File: src/rtl/spell_loader_pkg.sv
// Shared types and constants for the spell boot loader.
// Includes the CRC-8 step used when SPELL_LOADER_CRC_EN is defined.
package spell_loader_pkg;

    typedef enum logic [2:0] {
        StIdle,
        StSetup,
        StCmd,
        StData,
        StHold,
        StDone
    } state_e;

    localparam logic [7:0]  SPI_READ_CMD = 8'h03;
    localparam int unsigned CMD_BITS     = 32;
    localparam int unsigned NBITS_W      = $clog2(CMD_BITS + 1);
    localparam logic [7:0]  CRC8_POLY    = 8'h07;

    // One byte of MSB-first CRC-8, no reflection.
    function automatic logic [7:0] crc8_update(input logic [7:0] crc, input logic [7:0] data);
        logic [7:0] c;
        c = crc ^ data;
        for (int i = 0; i < 8; i++) begin
            c = c[7] ? ((c << 1) ^ CRC8_POLY) : (c << 1);
        end
        return c;
    endfunction

endpackage

File: src/rtl/spell_spi_shifter.sv
// SPI mode-0 bit engine: SCK divider plus up-to-32-bit shift.
// A go pulse is itself the first rising edge; each bit is a high half then a low half.
module spell_spi_shifter
    import spell_loader_pkg::*;
#(
    parameter int unsigned CLK_DIV = 2
) (
    input  logic                i_clk,
    input  logic                i_rst,
    input  logic                i_go,
    input  logic [NBITS_W-1:0]  i_nbits,
    input  logic [CMD_BITS-1:0] i_tx,
    input  logic                i_miso,
    output logic                o_sck,
    output logic                o_mosi,
    output logic [7:0]          o_rx,
    output logic                o_bit_done,
    output logic                o_byte_done
);

    localparam int unsigned   CW      = (CLK_DIV > 1) ? $clog2(CLK_DIV) : 1;
    localparam logic [CW-1:0] CNT_MAX = CW'(CLK_DIV - 1);

    logic                r_active;
    logic                r_sck;
    logic [CW-1:0]       r_cnt;
    logic [NBITS_W-1:0]  r_bits;
    logic [2:0]          r_bit_idx;
    logic [CMD_BITS-1:0] r_tx;
    logic [7:0]          r_rx;

    logic w_tick;
    logic w_low_end;
    logic w_cont_rise;

    assign w_tick      = r_active && (r_cnt == CNT_MAX);
    assign w_low_end   = w_tick && !r_sck;
    assign w_cont_rise = w_low_end && (r_bits != NBITS_W'(1));

    // o_bit_done: all requested bits shifted; o_byte_done: this edge samples an 8th bit.
    assign o_bit_done  = w_low_end && (r_bits == NBITS_W'(1));
    assign o_byte_done = w_cont_rise && (r_bit_idx == 3'd7);
    assign o_rx        = {r_rx[6:0], i_miso};
    assign o_sck       = r_sck;
    assign o_mosi      = r_tx[CMD_BITS-1];

    always_ff @(posedge i_clk) begin
        if (i_rst) begin
            r_active  <= 1'b0;
            r_sck     <= 1'b0;
            r_cnt     <= '0;
            r_bits    <= '0;
            r_bit_idx <= '0;
            r_tx      <= '0;
            r_rx      <= '0;
        end else if (i_go) begin
            r_active  <= 1'b1;
            r_sck     <= 1'b1;
            r_cnt     <= '0;
            r_bits    <= i_nbits;
            r_bit_idx <= 3'd1;
            r_tx      <= i_tx;
            r_rx      <= o_rx;
        end else if (!r_active) begin
            // Track the tx word while idle so its MSB is on MOSI before the first edge.
            r_tx <= i_tx;
        end else if (w_tick) begin
            r_cnt <= '0;
            if (r_sck) begin
                r_sck <= 1'b0;
                r_tx  <= r_tx << 1;
            end else if (r_bits == NBITS_W'(1)) begin
                r_active <= 1'b0;
            end else begin
                r_sck     <= 1'b1;
                r_bits    <= r_bits - NBITS_W'(1);
                r_bit_idx <= r_bit_idx + 3'd1;
                r_rx      <= o_rx;
            end
        end else begin
            r_cnt <= r_cnt + CW'(1);
        end
    end

endmodule

File: src/rtl/spell_flash_loader.sv
// Boot loader: reads a spell image from SPI flash (READ 0x03) into program memory.
// Define SPELL_LOADER_CRC_EN to get a CRC-8 of the loaded bytes on crc_o.
module spell_flash_loader
    import spell_loader_pkg::*;
#(
    parameter int unsigned CLK_DIV = 2,
    parameter int unsigned MEM_AW  = 8
) (
    input  logic              wb_clk_i,
    input  logic              wb_rst_i,
    input  logic              start_i,
    input  logic [23:0]       base_addr_i,
    input  logic [MEM_AW:0]   len_i,
    output logic              busy_o,
    output logic              done_o,
    output logic              spell_rst_o,
    output logic              mem_we_o,
    output logic [MEM_AW-1:0] mem_addr_o,
    output logic [7:0]        mem_wdata_o,
    output logic              flash_csb_o,
    output logic              flash_clk_o,
    output logic              flash_io0_o,
    input  logic              flash_io1_i,
    output logic [7:0]        crc_o
);

    localparam int unsigned     CW      = (CLK_DIV > 1) ? $clog2(CLK_DIV) : 1;
    localparam logic [CW-1:0]   CNT_MAX = CW'(CLK_DIV - 1);
    localparam logic [MEM_AW:0] MAX_LEN = {1'b1, {MEM_AW{1'b0}}};

    state_e              r_state;
    state_e              w_state_d;
    logic [CW-1:0]       r_cnt;
    logic [23:0]         r_base;
    logic [MEM_AW:0]     r_len;
    logic [MEM_AW:0]     r_idx;
    logic                r_spell_rst;
    logic                r_mem_we;
    logic [MEM_AW-1:0]   r_mem_addr;
    logic [7:0]          r_mem_wdata;

    logic                w_start;
    logic                w_cnt_end;
    logic                w_go;
    logic [NBITS_W-1:0]  w_nbits;
    logic [CMD_BITS-1:0] w_tx;
    logic [7:0]          w_rx;
    logic                w_bit_done;
    logic                w_byte_done;

    assign w_start   = (r_state == StIdle) && start_i;
    assign w_cnt_end = (r_cnt == CNT_MAX);

    spell_spi_shifter #(
        .CLK_DIV(CLK_DIV)
    ) u_shifter (
        .i_clk      (wb_clk_i),
        .i_rst      (wb_rst_i),
        .i_go       (w_go),
        .i_nbits    (w_nbits),
        .i_tx       (w_tx),
        .i_miso     (flash_io1_i),
        .o_sck      (flash_clk_o),
        .o_mosi     (flash_io0_o),
        .o_rx       (w_rx),
        .o_bit_done (w_bit_done),
        .o_byte_done(w_byte_done)
    );

    always_ff @(posedge wb_clk_i) begin
        if (wb_rst_i) begin
            r_state <= StIdle;
        end else begin
            r_state <= w_state_d;
        end
    end

    always_comb begin
        w_state_d = r_state;
        unique case (r_state)
            StIdle:  if (start_i) w_state_d = (len_i == '0) ? StDone : StSetup;
            StSetup: if (w_cnt_end) w_state_d = StCmd;
            StCmd:   if (w_bit_done) w_state_d = StData;
            StData:  if (w_bit_done && (r_idx == r_len)) w_state_d = StHold;
            StHold:  if (w_cnt_end) w_state_d = StDone;
            StDone:  w_state_d = StIdle;
            default: w_state_d = StIdle;
        endcase
    end

    // Transfers are chained on the shifter's done strobe so SCK never pauses mid-load.
    always_comb begin
        busy_o      = 1'b0;
        done_o      = 1'b0;
        flash_csb_o = 1'b1;
        w_go        = 1'b0;
        w_nbits     = NBITS_W'(8);
        w_tx        = '0;
        unique case (r_state)
            StSetup: begin
                busy_o      = 1'b1;
                flash_csb_o = 1'b0;
                w_tx        = {SPI_READ_CMD, r_base};
                w_nbits     = NBITS_W'(CMD_BITS);
                w_go        = w_cnt_end;
            end
            StCmd: begin
                busy_o      = 1'b1;
                flash_csb_o = 1'b0;
                w_go        = w_bit_done;
            end
            StData: begin
                busy_o      = 1'b1;
                flash_csb_o = 1'b0;
                w_go        = w_bit_done && (r_idx != r_len);
            end
            StHold: begin
                busy_o      = 1'b1;
                flash_csb_o = 1'b0;
            end
            StDone:  done_o = 1'b1;
            default: ;
        endcase
    end

    always_ff @(posedge wb_clk_i) begin
        if (wb_rst_i) begin
            r_cnt       <= '0;
            r_base      <= '0;
            r_len       <= '0;
            r_idx       <= '0;
            r_spell_rst <= 1'b1;
            r_mem_we    <= 1'b0;
            r_mem_addr  <= '0;
            r_mem_wdata <= '0;
        end else begin
            r_mem_we <= 1'b0;
            if ((r_state == StSetup) || (r_state == StHold)) begin
                r_cnt <= w_cnt_end ? '0 : r_cnt + CW'(1);
            end else begin
                r_cnt <= '0;
            end
            if (w_start) begin
                r_base      <= base_addr_i;
                r_len       <= (len_i > MAX_LEN) ? MAX_LEN : len_i;
                r_idx       <= '0;
                r_spell_rst <= 1'b1;
            end
            if (w_state_d == StDone) begin
                r_spell_rst <= 1'b0;
            end
            if ((r_state == StData) && w_byte_done) begin
                r_mem_we    <= 1'b1;
                r_mem_addr  <= r_idx[MEM_AW-1:0];
                r_mem_wdata <= w_rx;
                r_idx       <= r_idx + (MEM_AW + 1)'(1);
            end
        end
    end

    assign spell_rst_o = r_spell_rst;
    assign mem_we_o    = r_mem_we;
    assign mem_addr_o  = r_mem_addr;
    assign mem_wdata_o = r_mem_wdata;

`ifdef SPELL_LOADER_CRC_EN
    logic [7:0] r_crc;

    always_ff @(posedge wb_clk_i) begin
        if (wb_rst_i) begin
            r_crc <= '0;
        end else if (w_start) begin
            r_crc <= '0;
        end else if (r_mem_we) begin
            r_crc <= crc8_update(r_crc, r_mem_wdata);
        end
    end

    assign crc_o = r_crc;
`else
    assign crc_o = 8'h00;
`endif

endmodule

File: config.mk
export PLATFORM = sky130hd
export DESIGN_NAME = spell_flash_loader
export DESIGN_NICKNAME = d
export VERILOG_FILES = /design/src/rtl/spell_loader_pkg.sv /design/src/rtl/spell_spi_shifter.sv /design/src/rtl/spell_flash_loader.sv
export SDC_FILE = /design/constraint.sdc
export NUM_CORES = 1
export LEC_CHECK = 0
export CAP_MARGIN = 5
export CELL_PAD_IN_SITES_DETAIL_PLACEMENT = 1
export CELL_PAD_IN_SITES_GLOBAL_PLACEMENT = 2
export CORE_ASPECT_RATIO = 1.1
export CORE_MARGIN = 2
export CORE_UTILIZATION = 38
export DETAILED_ROUTE_END_ITERATION = 10
export DONT_BUFFER_PORTS = 1
export GPL_TIMING_DRIVEN = 0
export PLACE_DENSITY = 0.86
export SYNTH_ARGS = -nofsm -noshare
export SYNTH_HDL_FRONTEND = slang
export SYNTH_HIERARCHICAL = 1
export SYNTH_SLANG_ARGS = --single-unit
File: constraint.sdc
create_clock -name wb_clk_i -period 3.1 [get_ports wb_clk_i]
set_input_delay 0 -clock wb_clk_i [delete_from_list [all_inputs] [get_ports wb_clk_i]]
set_output_delay 0 -clock wb_clk_i [all_outputs]
set_load 0.01 [all_outputs]
==> metrics <==
worst reg2reg path depth=10; DP Wirelength=9.760 mm; status=finished clean; Crit Path Category=register to register; Post-synth EDFFs=0; Setup Viol. Count Final=0; measured slew at the worst slew-check pin=0.6693 ns; Final ANT Viol Nets=0; vias in the first global route=4855; maximum VDD drop=0.3828 mV; power consumption=3.741 mW; chip width=114.8 um; Crit. End Element=register; gp weighted congestion=0.8148; grt total ovfl=0; Final period util=94.16%; Synth Instances=599; DR iter-0 viols=118; Worst-path clk slew=0.05 ns; initial core utilization=38.85%; root buffer cell=clkbuf_16; final wirelength=14.32 mm; Max-Cap Viols=0; Pre-Repair DR Iteration Count=4; leak pwr=2.570 nW; CTS Sinks=115; antenna fix cells=0; Yosys reg bits=115; total core area=0.01321 sq mm; Remaining DRCs=0; area grow syn2layout=23.98%; final non-filler cell total=848; clk_lat worst skew=0.42 ns; Slew HR=55.19%; H-tree levels=4; worst clock skew=0.008987 ns; nets=717; largest net degree at the start of global routing=17; setup TNS=0 ns; total number of vias=4496; WP data arrival=3.22 ns; Max Slew Vio Count=0; initial antenna violation count=0; num rows=44; hold crit path type=primary input to register; crit-path max FO=9; Routed WL per cell=16.89 um; fraction of layout instances using a drive strength above 1=10.04%; Worst setup SP type=register; first-pass GRT wire length=23.57 mm; CTS buffer count=17; number of vias per cell=5.302; post-layout util=48.17%; pwr dens=587.8 mW/mm^2; RSZ-0062 raised after global routing=false; Hold Vio Cnt, Final=0; worst hold margin=0.03238 ns; # port buffers=0; CTS tree=done; die extent in y=125.9 um; Main synth FF type=dfxtp_1; Bufs on Longest Clock Path=2; Area after DPL=0.005399 sq mm; synth warn=6; worst setup margin=0.1811 ns; min cycle time layout=2.919 ns; Mapped Area=0.005134 sq mm; Post-Place Setup Slack=-0.2009 ns; GRT Overall Usage=20.91%; post-route cell area=0.006365 sq mm; CP required=3.40 ns; DIE AREA=0.01446 sq mm; fmax=342.6 MHz; post-synth cell types=55; Syn Area/Cell=8.570 sq um; Seq/Total Area, Yosys=44.85%; io pins=68; hold path depth=3; async set-reset flop share out of synthesis=0%; Placed Cells=777
==> cell usage after synthesis (all sizes together) (6+ instances only) <==
cell type | instances | area (sq um)
mux2i | 39 | 390.4
nand2 | 107 | 401.6
buf | 28 | 175.2
a21oi | 69 | 360.3
dfxtp | 115 | 2302
nor3 | 6 | 30.03
nor2 | 47 | 176.4
clkbuf | 25 | 103.9
nor4 | 7 | 58.81
xnor2 | 13 | 113.9
and2 | 27 | 170.2
nand3b | 11 | 82.58
a211oi | 32 | 240.2
o21ai | 7 | 35.03
inv | 10 | 37.54
==> sequential cells by signal, indices dropped and copies added, names as in the netlist, 3 cells and up <==
register	flops
u_shifter/r_rx	7
r_base	24
u_shifter/r_bit_idx	3
r_len	9
u_shifter/r_tx	32
mem_addr_o	8
r_state	3
mem_wdata_o	8
r_idx	9
u_shifter/r_bits	6
==> logic make-up after synthesis <==
group	synth area share (%)
multiplexers	7.604
adder cells (fa/ha/maj)	1.219
other	0.07305
AO/OA/AOI/OAI	15.26
AND/OR/NAND/NOR	22.45
buffers and inverters	6.166
XOR/XNOR	2.389
flip-flops	44.85
==> routing by layer <==
layer	wire, um	up-vias	global-route usage (%)
li1	-	2190	-
met1	6006	2215	23.13
met2	7582	75	38.22
met3	541	16	5.775
met4	193	0	7.016
met5	0	-	0
==> final cells by class <==
class	instances	area, sq um
Fill cell	1567	6848
Buffer	53	280.3
Clock inverter	10	83.83
Clock buffer	21	470.5
Multi-Input combinational cell	438	2591
Timing Repair Buffer	40	397.9
Tap cell	161	201.4
Inverter	10	37.54
Sequential cell	115	2302
==> power by group <==
part	total [mW]	switching [mW]	internal [mW]
combinational	0.326	0.191	0.135
clock	1.84	0.693	1.15
sequential	1.57	0.0363	1.54
total	3.74	0.920	2.82
==> path summary, 6_finish.rpt <==
path                                 start           endpoint  slack [ns]
worst max register to register    r_idx[3]  u_shifter/r_rx[0]        0.18
worst max-delay path              r_idx[3]  u_shifter/r_rx[0]        0.18
worst min-delay path              len_i[0]         r_state[2]        0.03
worst min register to register  r_base[10]         r_base[10]        0.46
==> cells in the final DEF, fill, tap and decap left out, types with 2 or more instances in the layout <==
master         synthesis  layout
clkbuf_16              0      17
buf_2                 17      17
buf_6                  2       2
a211oi_1              32      31
or4_1                  5       5
ha_1                   5       5
or2_1                  2       2
clkinvlp_4             0       2
a31oi_1                2       2
mux2i_1               39      39
nand2_1              107     107
dfxtp_1              115     115
nor2_1                47      47
conb_1                 1      18
a21oi_1               67      67
nor2b_1                2       2
nand3_1                5       5
and2_1                26      26
clkbuf_1              24      24
nor4_1                 6       6
inv_1                 10      10
clkbuf_8               1       4
o311ai_0               3       3
or4b_1                 2       2
nand4_1                5       5
nand3b_1              11      11
xnor2_1               13      13
nor3_1                 6       6
clkinv_2               0       6
o21ai_0                7       7
buf_4                  9      10
dlygate4sd3_1          0      39
or3_1                  2       2
==> repair_timing <==
item / 4_1_cts / 5_1_grt
endpoints found under the hold margin: 39 / 0
hold buffers: 39 / 0
pin swaps: 0 / 1
buffers inserted: 0 / 1
gates resized for setup: 1 / 3
setup endpoints to repair: 29 / 29
==> worst max-delay path, cell delays in order (launching register included) <==
cell	delay (ns)
dfxtp_1	0.31
buf_2	0.20
xnor2_1	0.14
nand4_1	0.15
nor4b_1	0.59
a211oi_4	0.08
buf_4	0.18
or2_1	0.24
buf_6	0.15
a31o_1	0.21
dlygate4sd3_1	0.54
(Power assumes the default switching activity.)
